### src/rtl/cim_ahb_dma_master.sv
// cim_ahb_dma_master: AHB-Lite master DMA moving word blocks between system memory and the local CIM buffer.
//   cmd_*   : command handshake (valid/ready, direction, word-aligned byte address, word count)
//   h*      : AHB-Lite master port, pipelined single-word NONSEQ transfers
//   buf_*   : local buffer read port (1-cycle latency) and write port
//   busy/done/error : status, done/error are 1-cycle pulses
module cim_ahb_dma_master #(
    parameter int ADDR_WIDTH = 32,
    parameter int DATA_WIDTH = 32,
    parameter int LEN_WIDTH  = 16,
    parameter int BUF_AW     = 10
) (
    input  logic                  clk,
    input  logic                  rst_n,
    input  logic                  cmd_valid,
    output logic                  cmd_ready,
    input  logic                  cmd_write,
    input  logic [ADDR_WIDTH-1:0] cmd_addr,
    input  logic [LEN_WIDTH-1:0]  cmd_len,
    output logic [ADDR_WIDTH-1:0] haddr,
    output logic [1:0]            htrans,
    output logic                  hwrite,
    output logic [2:0]            hsize,
    output logic [2:0]            hburst,
    output logic [DATA_WIDTH-1:0] hwdata,
    input  logic [DATA_WIDTH-1:0] hrdata,
    input  logic                  hready,
    input  logic                  hresp,
    output logic                  buf_re,
    output logic [BUF_AW-1:0]     buf_raddr,
    input  logic [DATA_WIDTH-1:0] buf_rdata,
    output logic                  buf_we,
    output logic [BUF_AW-1:0]     buf_waddr,
    output logic [DATA_WIDTH-1:0] buf_wdata,
    output logic                  busy,
    output logic                  done,
    output logic                  error
);
    // ADDR: address phases still to issue; LAST: only the final data phase left;
    // ERR: between the two cycles of an ERROR response, address pipeline cancelled.
    typedef enum logic [1:0] {IDLE, ADDR, LAST, ERR} state_t;
    state_t                state_q, state_nx;
    logic [ADDR_WIDTH-1:0] addr_q, addr_nx;
    logic [LEN_WIDTH-1:0]  rem_q, rem_nx;
    logic [BUF_AW-1:0]     aidx_q, aidx_nx, didx_q, didx_nx;
    logic                  wr_q, wr_nx, dph_q, dph_nx, done_q, done_nx, err_q, err_nx;
    logic                  bus_err;

    always_ff @(posedge clk or negedge rst_n) begin
        if (!rst_n) begin
            state_q <= IDLE;
            addr_q  <= '0;
            rem_q   <= '0;
            aidx_q  <= '0;
            didx_q  <= '0;
            wr_q    <= 1'b0;
            dph_q   <= 1'b0;
            done_q  <= 1'b0;
            err_q   <= 1'b0;
        end else begin
            state_q <= state_nx;
            addr_q  <= addr_nx;
            rem_q   <= rem_nx;
            aidx_q  <= aidx_nx;
            didx_q  <= didx_nx;
            wr_q    <= wr_nx;
            dph_q   <= dph_nx;
            done_q  <= done_nx;
            err_q   <= err_nx;
        end
    end

    // an ERROR response can only belong to a beat in its data phase
    assign bus_err = dph_q && hresp;

    always_comb begin
        state_nx = state_q;
        addr_nx  = addr_q;
        rem_nx   = rem_q;
        aidx_nx  = aidx_q;
        didx_nx  = didx_q;
        wr_nx    = wr_q;
        dph_nx   = dph_q;
        done_nx  = 1'b0;
        err_nx   = 1'b0;
        case (state_q)
            IDLE: if (cmd_valid) begin
                if (cmd_addr[1:0] != 2'b00) begin
                    err_nx = 1'b1;
                end else if (cmd_len == '0) begin
                    done_nx = 1'b1;
                end else begin
                    state_nx = ADDR;
                    addr_nx  = cmd_addr;
                    rem_nx   = cmd_len;
                    wr_nx    = cmd_write;
                    aidx_nx  = '0;
                end
            end
            ADDR, LAST: if (bus_err) begin
                // first error cycle parks in ERR; a lone second cycle ends at once
                state_nx = hready ? IDLE : ERR;
                err_nx   = hready;
                dph_nx   = !hready;
            end else if (hready) begin
                dph_nx = (state_q == ADDR);
                if (state_q == ADDR) begin
                    addr_nx  = addr_q + ADDR_WIDTH'(4);
                    aidx_nx  = aidx_q + BUF_AW'(1);
                    didx_nx  = aidx_q;
                    rem_nx   = rem_q - LEN_WIDTH'(1);
                    state_nx = (rem_q == LEN_WIDTH'(1)) ? LAST : ADDR;
                end else begin
                    state_nx = IDLE;
                    done_nx  = 1'b1;
                end
            end
            ERR: if (hready) begin
                state_nx = IDLE;
                err_nx   = 1'b1;
                dph_nx   = 1'b0;
            end
            default: state_nx = IDLE;
        endcase
    end

    assign cmd_ready = (state_q == IDLE);
    assign busy      = (state_q != IDLE);
    assign done      = done_q;
    assign error     = err_q;
    assign haddr     = addr_q;
    assign htrans    = (state_q == ADDR) ? 2'b10 : 2'b00;
    assign hwrite    = wr_q;
    assign hsize     = 3'b010;
    assign hburst    = 3'b000;
    // buffer word fetched at address acceptance arrives for the data phase and is held through waits
    assign hwdata    = (dph_q && wr_q) ? buf_rdata : '0;
    assign buf_re    = (state_q == ADDR) && hready && wr_q && !bus_err;
    assign buf_raddr = aidx_q;
    assign buf_we    = dph_q && !wr_q && hready && !hresp;
    assign buf_waddr = didx_q;
    assign buf_wdata = hrdata;
endmodule

### config.mk
export PLATFORM = sky130hd
export DESIGN_NAME = cim_ahb_dma_master
export DESIGN_NICKNAME = d
export VERILOG_FILES = /design/src/rtl/cim_ahb_dma_master.sv
export SDC_FILE = /design/constraint.sdc
export NUM_CORES = 1
export LEC_CHECK = 0
export ABC_AREA = 1
export ABC_CLOCK_PERIOD_IN_PS = 4300
export CORE_UTILIZATION = 47
export DETAILED_ROUTE_END_ITERATION = 10
export PLACE_DENSITY = 0.87
export SYNTH_ARGS = -nofsm -noshare
export SYNTH_HDL_FRONTEND = slang
export SYNTH_SLANG_ARGS = --single-unit
### constraint.sdc
create_clock -name clk -period 4.3 [get_ports clk]
set_input_delay 0.86 -clock clk [delete_from_list [all_inputs] [get_ports clk]]
set_output_delay 0.86 -clock clk [all_outputs]
set_load 0.005 [all_outputs]
==> summary.md <==
| Metric | Value |
|---|---|
| Status | finished, final reports clean |
| Count leader, synth | nand2_1 |
| Power per cell area | between 600 and 700 mW/mm2 |
| Die W | 112.6 um |
| Worst skew pair latency | roughly 330 ps |
| Largest family of logic cells by synthesized area | simple AND/OR/NAND/NOR gates |
| Post-DP Area | 0.007284 mm2 |
| Global-route wire length before repair | approximately 27000 um |
| Share of async-settable or async-resettable flops after synthesis | 100.0% |
| Ranking of synthesized cells by area | dfrtp_1 32%, nand2_1 21%, nor2_1 9.8%, inv_1 6.2%, nand3_1 5.8% |
| Cell count after synthesis | between 900 and 1000 |
| Max-slew violation count | 0 |
| H-tree Lvls | 3 |
| Vias/cell | 5.087 |
| Vias | approximately 6000 |
| Largest net degree at the start of global routing | 64 |
| Iter 0 DRT Violations | between 500 and 600 |
| Reg2Reg Capture Point | haddr[12]$_DFFE_PN0P_ |
| Number of detailed-route iterations in the first pass | 7 |
| Maximum VDD drop | 0.3488 mV |
| Synthesized cell area | 0.005749 mm2 |
| CP Class | reg -> out |
| Final instance area | ~0.0076 mm2 |
| Final setup TNS | 0 ps |
| Post-synthesis mux area share | less than 1% |
| Flop-to-flop setup slack | approximately 2100 ps |
| Yosys warnings | 0 |
| Crit share post-route | 72.56% |
| Most Crowded Layer GR | met2 |
| FF-to-FF path depth | 9 |
| Ys flop type | dfrtp_1 |
| Vias in the first global route | 5476 |
| Die Ht | ~110 um |
| DRC viols | 0 |
| Reg2reg start | state_q[1]$_DFFE_PN0P_ |
| Post-cts resize count | 0 |
| Port buffer count | around 180 |
| Hold slack | slightly below 500 ps |
| Adder-Cell Fraction of Synth Area | about 2.0% |
| Worst min path class | reg -> reg |
| GRT Total Usage | roughly 27% |
| GRT met3 Usage | roughly 4.0% |
| Grt ovf | 0 |
| XOR/XNOR Fraction of Synth Area | 0.7617% |
| CP Max Fanout | 32 |
| Seq/Total Area, Yosys | 32.21% |
| Simple-gate area share of the yosys netlist | between 40% and 50% |
| Top Ports | between 200 and 250 |
| Clock sink count | 74 |
| Avg Inst Size Synth | about 6.3 um2 |
| Critical Path AT | between 2000 and 2500 ps |
| CTS root buffer | clkbuf_16 |
| Final setup viols | 0 |
| Worst EP required | between 3000 and 4000 ps |
| Initial antenna violation count | 1 |
| Crit path launch | hwrite$_DFFE_PN0P_ |
| Final worst path period need | 3120 ps |
| HPWL after DPL | 12930 um |
| Placer Congestion | ~0.93 |
| Setup bufs post-CTS | 0 |
| CTS clk-pin slew, worst paths | 60 ps |
| Fraction of layout cells with a size suffix above 1 | between 6 and 7% |
| Worst slew margin | between 30 and 40% |
| Floorplan row count | 40 |
| Worst Max-Slew Pin Slew | 940.1 ps |
| Worst clock skew | roughly 6.4 ps |
| CTS Hold Buffers Added | 0 |
| Unrepaired setup endpoints after global routing | false |
| Seq cells post-synth | 74 |
| CTS buffer count | 9 |
| GR Util met2 | 46.63% |
| Hold Path Origin | buf_waddr[9]$_DFFE_PN0P_ |
| P&R area growth vs syn | 31.86% |
| Compound-cell area share of the yosys netlist | under 10% |
| Post-synth top area share | between 30 and 40% |
| Post-synth EDFFs | 0 |
| Yosys top cell by area | dfrtp_1 |
| Area of the core | ~0.012 mm2 |
| ANT nets after route | 0 |
| Met1 Track Usage GR | between 30% and 40% |
| Fmax | around 0.32 GHz |
| Yosys cell types | 37 |
| CTS tree | built |
| CP endpoint | hwdata[20] |
| Leak | 3.565 nW |
| Drt total wl | about 17000 um |
| Clk buf depth | 2 |
| Final hold vios | 0 |
| Worst setup SP type | flip-flop |
| Wire per inst | between 10 and 15 um |
| Top cell types by occurrence after synthesis | 326 x nand2_1, 150 x nor2_1, 95 x inv_1 |
| Max cap viols | 0 |
| Die Area | 0.01268 mm2 |
| Crit path capture type | primary output |
| Initial Util | about half |
| Nets | approximately 1200 |
[kinds of logic (layout without fill, tap and decap cells)]
logic type	count (synthesis)	count (layout)
other	2	8
muxes	2	2
DFF	74	74
buffers and inverters	165	296
and+or+nand+nor	582	582
AOI/OAI and AO/OA	70	70
xor gates and xnor gates	5	5
adders and majority gates	9	9
[how the worst min path moves through the flow]
stage	end	slack (ps)	cells past startpoint
finish	buf_waddr[9]$_DFFE_PN0P_	480	2
floorplan	haddr[0]$_DFFE_PN0P_	460	2
global placement	haddr[0]$_DFFE_PN0P_	470	2
detailed placement	buf_waddr[9]$_DFFE_PN0P_	470	2
global route	haddr[1]$_DFFE_PN0P_	510	2
CTS	buf_waddr[9]$_DFFE_PN0P_	490	2
[registers in the layout, summed over array words and instances, names as in the netlist]
register	count
done	1
error	1
state_q	2
hwrite	1
dph_q	1
rem_q	16
haddr	32
buf_raddr	10
buf_waddr	10
[where the power goes]
group	switching (W)	internal (W)
registers	0.000372	0.000986
clock network	0.000304	0.000451
logic	0.00144	0.00112
total	0.00211	0.00256
[per-stage QoR]
step / util, % / setup slack (ps) / total power [W] / std cells
2_1_floorplan: - / 2262 / 0.002984 / 914
3_3_place_gp: 60.90 / 1235 / 0.003846 / 1176
3_5_place_dp: 60.90 / 1223 / 0.003908 / 1176
4_1_cts: 63.36 / 1150 / 0.004677 / 1192
5_1_grt: 63.38 / 1064 / 0.005059 / 1193
6_report: 63.38 / 1180 / 0.004670 / 1193
[layout make-up]
cell class	count	area [um2]
Antenna cell	1	2.502
Clock buffer	10	229.0
Clock inverter	6	65.06
Fill cell	1066	4380
Inverter	98	367.9
Multi-Input combinational cell	675	3077
Sequential cell	74	1852
Tap cell	147	183.9
Timing Repair Buffer	182	1804
[layout by cell type, fill, tap and decap left out, types with 3 or more instances in the layout]
cell,n
nand2_4,3
nand2_2,5
ha_1,8
nor3_1,3
o21ai_1,3
buf_4,5
o21ai_2,21
nand2_1,326
nor2_1,150
a21oi_1,5
nor2_2,4
dfrtp_1,74
inv_2,3
clkdlybuf4s50_1,176
xor2_1,5
o21ai_0,34
clkbuf_16,9
nand3_1,67
nor2_4,3
conb_1,7
nand3b_1,14
inv_1,95
[metal layers]
| metal | vias to the layer above | share of wire [%] |
|---|---|---|
| met3 | 31 | 6.5 |
| li1 | 3008 | - |
| met1 | 2787 | 42 |
| met2 | 243 | 49 |
| met4 | 0 | 2.3 |
| met5 | - | 0 |
[critical path, stage by stage (launching register included)]
cell             delay [ps]
dfrtp_1                 410
nand2_1                 550
nor2_1                  400
clkdlybuf4s50_1         560
Note: power is estimated with default switching activity, not from simulation.
